`src/rtl/angle_bcd_source.sv`:
```
// angle_bcd_source: selects one of three angles and converts it to four BCD digits
module angle_bcd_source #(
  parameter int WIDTH = 10
) (
  input  logic             clock,
  input  logic             resetn,
  input  logic [WIDTH-1:0] R1,
  input  logic [WIDTH-1:0] R2,
  input  logic [WIDTH-1:0] R3,
  input  logic             change,
  output logic [3:0]       digit3,
  output logic [3:0]       digit2,
  output logic [3:0]       digit1,
  output logic [3:0]       digit0,
  output logic [1:0]       src,
  output logic             valid
);
  typedef enum logic [1:0] {IDLE, SHIFT, DONE} state_t;
  state_t           r_state, w_next;
  logic [1:0]       r_sel, r_tag;
  logic             r_change_q, w_edge;
  logic [WIDTH-1:0] r_bin, w_pick;
  logic [15:0]      r_bcd, w_adj;
  logic [3:0]       r_cnt;
  assign w_edge = change & ~r_change_q;
  assign w_pick = r_sel == 2'd0 ? R1 : r_sel == 2'd1 ? R2 : R3;
  for (genvar g = 0; g < 4; g++) begin : g_adj
    assign w_adj[4*g+:4] = r_bcd[4*g+:4] >= 4'd5 ? r_bcd[4*g+:4] + 4'd3 : r_bcd[4*g+:4];
  end
  // button edge detection advances the selection 0->1->2->0
  always_ff @(posedge clock) begin
    if (!resetn) begin
      r_change_q <= 1'b1;
      r_sel      <= 2'd0;
    end else begin
      r_change_q <= change;
      if (w_edge) r_sel <= r_sel == 2'd2 ? 2'd0 : r_sel + 2'd1;
    end
  end
  // state register
  always_ff @(posedge clock) begin
    if (!resetn) r_state <= IDLE;
    else         r_state <= w_next;
  end
  // next state: one IDLE sample, WIDTH shifts, one DONE publish
  always_comb begin
    w_next = r_state;
    case (r_state)
      IDLE:    w_next = SHIFT;
      SHIFT:   w_next = r_cnt == 4'(WIDTH - 1) ? DONE : SHIFT;
      default: w_next = IDLE;
    endcase
  end
  // double-dabble datapath and registered outputs
  always_ff @(posedge clock) begin
    if (!resetn) begin
      r_bin  <= '0;
      r_bcd  <= '0;
      r_cnt  <= '0;
      r_tag  <= 2'd0;
      digit3 <= 4'd0;
      digit2 <= 4'd0;
      digit1 <= 4'd0;
      digit0 <= 4'd0;
      src    <= 2'd0;
      valid  <= 1'b0;
    end else begin
      valid <= r_state == DONE;
      case (r_state)
        IDLE: begin
          r_bin <= w_pick;
          r_tag <= r_sel;
          r_bcd <= '0;
          r_cnt <= '0;
        end
        SHIFT: begin
          {r_bcd, r_bin} <= {w_adj, r_bin} << 1;
          r_cnt          <= r_cnt + 4'd1;
        end
        default: begin
          {digit3, digit2, digit1, digit0} <= r_bcd;
          src                              <= r_tag;
        end
      endcase
    end
  end
endmodule

```
`config.mk`:
```
export PLATFORM = sky130hd
export DESIGN_NAME = angle_bcd_source
export DESIGN_NICKNAME = d
export VERILOG_FILES = /design/src/rtl/angle_bcd_source.sv
export SDC_FILE = /design/constraint.sdc
export NUM_CORES = 1
export LEC_CHECK = 0
export CAP_MARGIN = 20
export CORE_MARGIN = 4
export CORE_UTILIZATION = 46
export CTS_CLUSTER_DIAMETER = 50
export CTS_CLUSTER_SIZE = 25
export DETAILED_ROUTE_END_ITERATION = 6
export HOLD_SLACK_MARGIN = 0.1
export PLACE_DENSITY = 0.86
export SLEW_MARGIN = 20
export SYNTH_ARGS = -nofsm -noshare
export SYNTH_HDL_FRONTEND = slang
export SYNTH_SLANG_ARGS = --single-unit
```
`constraint.sdc`:
```
create_clock -name clock -period 1.5 [get_ports clock]
set_input_delay 0.3 -clock clock [delete_from_list [all_inputs] [get_ports clock]]
set_output_delay 0.3 -clock clock [all_outputs]
set_load 0.005 [all_outputs]
```
# After elaboration in Yosys (flattened, before gate mapping)
# Index checks and enable logic that the tools add are counted.
[word_totals] register_bits=56 latchBits=0 mem_bits_rw=0 rom_bits=0 in_bits=33 output_inout_bits=19 elab_cells=46 mem_count=0
[classes] n_addsub=6 mul=0 n_div=0 magnitude_cmp=4 eq_ne=5 shifts=0 n_mux=12 bitwise_logic=2 n_reduce_logical=4
[op_table] operator="16-bit one-hot mux with 2 select lines" n=1
[op_table] operator="10-bit two-way mux" n=2
[op_table] operator="10-bit one-hot mux with 2 select lines" n=1
[op_table] operator="4-bit by 3-bit >= comparator with 1-bit output (second input constant)" n=4
[op_table] operator="4-bit by 2-bit adder with 4-bit output (second input constant)" n=3
[op_table] operator="4-bit two-way mux" n=3
[op_table] operator="4-bit one-hot mux with 2 select lines" n=1
[op_table] operator="4-bit by 1-bit adder with 4-bit output (second input constant)" n=1
[op_table] operator="2-bit by 1-bit == test with 1-bit output (second input constant)" n=2
[op_table] operator="2-bit == test (second input constant)" n=2
[op_table] operator="4-bit == test (second input constant)" n=1
[op_table] operator="2-bit logical NOT" n=2
[op_table] operator="2-bit two-way mux" n=2
[op_table] operator="2-bit one-hot mux with 2 select lines" n=1
[op_table] operator="3-bit by 2-bit adder with 3-bit output (second input constant)" n=1
[op_table] operator="3-bit two-way mux" n=1
[op_table] operator="2-bit by 1-bit adder with 2-bit output (second input constant)" n=1
[op_table] operator="2-bit nonzero test" n=1
[op_table] operator="2-bit OR reduction" n=1
[op_table] operator="1-bit AND" n=1
[op_table] operator="1-bit NOT" n=1

# Depth between registers and ports, before layout
# Gate-level depths: netlist of the first run.
[logic_depth] word_depth=4 ltp_mapped=6 ltp_nobuf=6

# Worst setup path after synthesis of the first run
# No wires, ideal clock.
[synth_path] path_kind="reg2reg" from="reg r_bcd[5]" to="reg r_bcd[6]" setup_ps=117 t_arrival_ps=1257 t_required_ps=1383 slack_ps=126 stages_incl_launch_ff=7 path_buffers=0 synth_period_minus_slack_ps=1374 cell_sequence="dfxtp_1 -> inv_1 -> ha_1 -> nand2b_1 -> a21oi_1 -> mux2i_1 -> a22o_1"
[synth_between] elab_chain_len=3 word_cells_on_any_way=4 classes_between="add/sub: 1; order compare: 1; mux: 2"
[synth_rtl] item="from (decl)" line="23" text="logic [15:0] r_bcd, w_adj;"
[synth_rtl] item="from (signal assigned)" line="77" text="{r_bcd, r_bin} <= {w_adj, r_bin} << 1;"
[synth_rtl] item="4-bit by 2-bit adder with 4-bit output or 4-bit by 3-bit >= comparator with 1-bit output (tied branches)" line="28" text="assign w_adj[4*g+:4] = r_bcd[4*g+:4] >= 4'd5 ? r_bcd[4*g+:4] + 4'd3 : r_bcd[4*g+:4];"
[synth_rtl] item="4-bit two-way mux *" line="28"
[synth_rtl] item="16-bit one-hot mux with 2 select lines *" line="69" text="case (r_state)"
# Mark *: on every way between the ends. The rest lies on a longest branch, timed or not.
# A chain may end at the register's enable or synchronous reset.

# Worst setup path in the final report of the first run
[layout_path] from="reg digit3[0]" to="out digit3[0]"
[layout_rtl] item="from (decl)" line="11" text="output logic [3:0] digit3,"
[layout_rtl] item="from (signal assigned)" line="81" text="{digit3, digit2, digit1, digit0} <= r_bcd;"
# No word-level cell between the ends.

==> run summary, run 1 <==
status: finished clean
PD cells: 754.3 nW/um2
flip-flop and latch count after synthesis: 56
final hold violation count: 0
Lkg Pwr: 1.326 nW
unrepaired setup endpoints after global routing: false
largest net degree at the start of global routing: 29
critical-path cell list: clkdlybuf4s50_1
largest family of logic cells by synthesized area: compound AO/OA/AOI/OAI gates
Async SR Flop Fraction: 0%
ratio of cells with drive above 1 in the final layout: 18.64%
critical path's largest stage delay: 500 ps
slew margin rel.: 76.05%
# IOs: 52
XOR/XNOR Fraction of Synth Area: 2.285%
PortBufs: 51
fmax: 682.2 MHz
Starting Density: 48.13%
row count: 27
die area: 7117 um2
VDD IR max: 0.5254 mV
vias after detailed routing: 2114
Slew Viols, Final: 0
Tmin final: 1466 ps
DRT iter0 DRCs: 120
CTS tree: yes
post-synthesis adder-cell area fraction: 4.664%
Max Cap Violations: 0
pre-CTS WS: -144.3 ps
Hold Buf Count CTS: 0
first-pass GRT wire length: 9.356 mm
total negative slack: 0 ps
# H-tree levels: 2
final core occ: 62.20%
commonest non-fill, non-tap cells in the layout: clkdlybuf4s50_1, dfxtp_1, a21oi_1
Worst-Skew Late Latency: 310 ps
area grow syn2layout: 29.24%
clk slew on worst S/H paths: 100 ps
ranking of synthesized cells by area: dfxtp_1, mux2i_1, a21oi_1
Worst-Margin Slew: 358.8 ps
DRC: 0
Max Buffers Root-to-Sink: 2
grt ovf: 0
synthesized cell area: 2683 um2
Synth Area per Inst: 9.650 um2
CP Launch Type: register
CTS Sinks: 56
final cycle utilization of the critical path: 97.72%
Via density: 5.156
Synth Area in Compound Gates: 20.71%
CP endpoint kind: primary output
CP top delay family: buffers and inverters
vias in the first global route: 2043
Root Driver: clkbuf_8
Inserted Clock Buffers: 5
EDFF count, synth: 0
slowest cell on the critical path: clkdlybuf4s50_1
router iterations before antenna repair: 4
most common cell after layout, fill and taps aside: clkdlybuf4s50_1
GP Congestion: 0.7894
clock skew: 3.760 ps
post-synth top area cell: dfxtp_1
Post-Synth Simple-Gate Area: 11.33%
sequential cell area fraction in the yosys report: 41.79%
crit-path max FO: 2
Yosys top cell area share: 41.79%
per-cell routed wire length: 13.66 um
Synth cell types: 37
ANT nets after route: 0
syn_nets: 321
Ys Warns: 0
# diodes: 0
Worst Hold Class: reg -> reg
initial antenna violation count: 0
Primary FF master, synth: dfxtp_1
crit path kind: reg -> out
Nets: 380
Die Wd: 84.37 um
hpwl dp: 4.052 mm
number of buffers and inverters on the critical path: 1
Critical Path RT: 1200 ps
core footprint: 5574 um2
Worst Path Arrival: 1170 ps
WL final: 5.599 mm
Fill cells: 446
# setup viols final: 0
GRT Total Usage: 15.82%
Cells after Synth: 278
multiplexer share of the synthesized area: 12.73%
post-route setup slack: 34.25 ps
Die Ht: 84.37 um
[final timing paths]
kind	from	to	slack [ps]	depth (start not counted)
hold reg to reg	r_bin[9]	r_bcd[0]	470	2
setup / recovery	digit3[0]	digit3[0]	30	1
hold / removal	r_bin[9]	r_bcd[0]	470	2
setup reg to reg	r_bcd[9]	r_bcd[9]	90	6
[kinds of logic after synthesis]
family	count (synthesis)
AO/OA/AOI/OAI	85
XOR/XNOR	7
adder cells (fa/ha/maj)	10
buffers and inverters	37
flip-flops	56
multiplexers	33
AND/OR/NAND/NOR	50
[synth_stat cells (3+ instances only)]
library cell	number
nand2_1	7
dfxtp_1	56
a22o_1	4
clkbuf_1	7
a21boi_0	3
and2_1	3
xnor2_1	4
nor2b_1	22
o22ai_1	6
buf_2	4
mux2i_1	24
a21oi_1	33
mux2_2	9
buf_4	4
ha_1	10
o32ai_2	3
inv_1	20
nand2b_1	6
xor2_1	3
o21ai_0	26
[repair_timing]
item / CTS / global route
pin swaps: 0 / 2
buffers inserted: 0 / 1
gates resized for setup: 2 / 19
endpoints found under the setup margin: 2 / 20
[flip-flops by register name, indices dropped and copies added, names as in the netlist]
register    count
digit2          4
r_tag           2
src             2
r_cnt           4
digit3          4
digit0          4
valid           1
r_bcd          16
digit1          4
r_bin          10
r_change_q      1
r_sel           2
r_state         2
[area by class of cell]
cell class / instances / area (um2) / area share (%)
Clock buffer: 6 / 82.58 / 2.382
Clock inverter: 2 / 10.01 / 0.2887
Sequential cell: 56 / 1139 / 32.84
Tap cell: 72 / 90.09 / 2.598
Multi-Input combinational cell: 185 / 1406 / 40.56
Timing Repair Buffer: 69 / 664.4 / 19.16
Inverter: 20 / 75.07 / 2.165
[where the power goes]
group          switching (W)  internal (W)  total [W]  leakage, nW
clock               0.000481      0.000370   0.000851       0.0510
sequential         0.0000138       0.00151    0.00152        0.461
combinational      0.0000942      0.000145   0.000240        0.814
total               0.000589       0.00203    0.00262         1.33
[layer usage]
metal  share of wire, %  track usage (%)  up-vias
met3                3.4            4.024       16
li1                   -                -     1083
met1                 47            20.04      978
met2                 48            25.90       37
met4                2.3            6.043        0
met5                  0                0        -
[metrics by stage]
stage / instances / hold WS [ps] / area [um2] / power (W)
global route: 410 / 490.8 / 3467 / 0.002725
floorplan: 278 / 401.5 / 2683 / 0.001685
detailed placement: 401 / 457.2 / 3326 / 0.001799
global placement: 401 / 452.2 / 3326 / 0.001792
CTS: 409 / 474.2 / 3425 / 0.002639
finish: 410 / 468.2 / 3467 / 0.002615
No activity file was read; power rests on OpenSTA's default activity.
==> inputs of run 2 (changes only) <==
--- a/config.mk
+++ b/config.mk
@@ -13,7 +13,8 @@
 export DETAILED_ROUTE_END_ITERATION = 6
 export HOLD_SLACK_MARGIN = 0.1
 export PLACE_DENSITY = 0.86
-export SLEW_MARGIN = 20
+export SKIP_LAST_GASP = 1
+export SLEW_MARGIN = 15
 export SYNTH_ARGS = -nofsm -noshare
 export SYNTH_HDL_FRONTEND = slang
 export SYNTH_SLANG_ARGS = --single-unit
==> run summary, run 2 (synthesis gave the netlist of run 1 again) <==
status: finished clean
Inserted Clock Buffers: 5 (unchanged)
Hold Buf Count CTS: 0 (unchanged)
first-pass GRT wire length: 9.356 mm (unchanged)
vias in the first global route: 2043 (unchanged)
unrepaired setup endpoints after global routing: true
row count: 27 (unchanged)
CP endpoint kind: primary output
CP top delay family: buffers and inverters
commonest non-fill, non-tap cells in the layout: clkdlybuf4s50_1, dfxtp_1, a21oi_1
Largest Register: r_bcd
PD cells: 754.6 nW/um2 (about the same)
ANT nets after route: 0 (unchanged)
cell depth of the worst flop-to-flop path: 6 (unchanged)
number of flip-flops in the largest register: 16 (unchanged)
GRT Total Usage: 15.82% (unchanged)
router iterations before antenna repair: 4 (unchanged)
RR Endpoint: r_bcd[6]
Hold EP: r_bcd[0]
Largest regs: r_bcd: 16 flops, r_bin: 10 flops
CTS tree: yes
Worst Hold Class: reg -> reg
Starting Density: 48.13% (unchanged)
Lkg Pwr: 1.325 nW (about the same)
Die Wd: 84.37 um (unchanged)
Nets: 380 (unchanged)
hold depth: 2 (unchanged)
grt ovf: 0 (unchanged)
area grow syn2layout: 29.20% (about the same)
flop2flop setup slack: 70 ps (-20 ps)
core footprint: 5574 um2 (unchanged)
placed inst area: 3326 um2 (unchanged)
number of buffers and inverters on the critical path: 1 (unchanged)
die area: 7117 um2 (unchanged)
Worst Path Arrival: 1170 ps (about the same)
Critical Path RT: 1200 ps (about the same)
hpwl dp: 4.052 mm (unchanged)
GP Congestion: 0.7894 (unchanged)
reg2reg start: r_bcd[5]
min-delay src: r_bin[9]
final cycle utilization of the critical path: 97.72% (about the same)
Slew Viols, Final: 0 (unchanged)
Tmin final: 1466 ps (+0.0001000 ps)
final hold violation count: 0 (unchanged)
per-cell routed wire length: 13.66 um (unchanged)
DRC: 0 (unchanged)
Root Driver: clkbuf_8
initial antenna violation count: 0 (unchanged)
CTS Sinks: 56 (unchanged)
vias after detailed routing: 2114 (unchanged)
Fill cells: 447 (+0.22%)
largest net degree at the start of global routing: 29 (unchanged)
# H-tree levels: 2 (unchanged)
Via density: 5.156 (unchanged)
# IOs: 52 (unchanged)
critical path's largest stage delay: 500 ps (about the same)
clk slew on worst S/H paths: 100 ps (about the same)
crit-path max FO: 2 (unchanged)
Die Ht: 84.37 um (unchanged)
Final Cell Area: 3466 um2 (about the same)
CP Launch Type: register
PortBufs: 51 (unchanged)
ratio of cells with drive above 1 in the final layout: 18.34% (-0.30 points)
slew margin rel.: 76.05% (about the same)
Max Cap Violations: 0 (unchanged)
# setup viols final: 0 (unchanged)
crit path kind: reg -> out
WL final: 5.599 mm (unchanged)
clock skew: 3.753 ps (-0.006320 ps)
fmax: 682.2 MHz (unchanged)
slowest cell on the critical path: clkdlybuf4s50_1
Worst-Skew Late Latency: 310 ps (about the same)
# diodes: 0 (unchanged)
Worst-Margin Slew: 358.8 ps (-0.0007153 ps)
VDD IR max: 0.5254 mV (about the same)
critical-path cell list: clkdlybuf4s50_1
total power: 0.002615 W (about the same)
Max Buffers Root-to-Sink: 2 (unchanged)
DRT iter0 DRCs: 120 (unchanged)
most common cell after layout, fill and taps aside: clkdlybuf4s50_1
-- run 2: cell counts in the layout (fill, tap and decap cells not counted) --
No cell type changed its count.
-- run 2: final cells by class --
type	instances	area (um2)	area share [%]
clock buffers	6	82.58	2.383
well taps	72	90.09	2.599
inverters	20	75.07	2.166
repair buffers	69	664.4	19.17
clock inverters	2	10.01	0.2888
multi-input cells	185	1406	40.58
flip-flops and latches	56	1137	32.82
-- run 2: power breakdown --
part	switching [W]	total, W	internal, W
clock network	0.000481	0.000851	0.000370
registers	0.0000138	0.00153	0.00151
logic	0.0000942	0.000240	0.000145
total	0.000589	0.00262	0.00203
-- run 2: worst max path at each step --
stage / start / end / slack [ps] / cells after the start
after floorplan: r_bcd[5] / r_bcd[6] / 130 / 6
final: digit3[0] / digit3[0] / 30 / 1
after global placement: resetn / r_bcd[11] / -110 / 4
after global routing: r_bcd[5] / r_bcd[6] / -40 / 6
after CTS: r_bcd[5] / r_bcd[6] / 2 / 6
after detailed placement: resetn / r_bcd[7] / -140 / 4
-- run 2: timing repair --
item,in CTS,in global routing
pin swaps,0,1
setup buffers,0,1
setup endpoints to repair,2,20
resized for setup,2,18
-- run 2: per-layer routing --
layer,global-route usage (%),vias to the layer above,share of wire [%]
met1,20.04,977,47
met2,25.90,37,48
met4,6.043,0,2.3
met5,0,-,0
met3,4.024,16,3.4
li1,-,1084,-
-- run 2: per-stage QoR --
step	cells	utilization (%)	TNS (ps)	hold slack, ps	setup WS [ps]
floorplan	278	-	0	401.5	125.8
global placement	401	59.66	-593.7	452.2	-112.0
detailed placement	401	59.66	-1024	457.2	-144.3
CTS	409	61.44	0	474.2	1.582
global route	410	62.18	-43.92	490.8	-43.92
finish	410	62.18	0	468.2	34.25
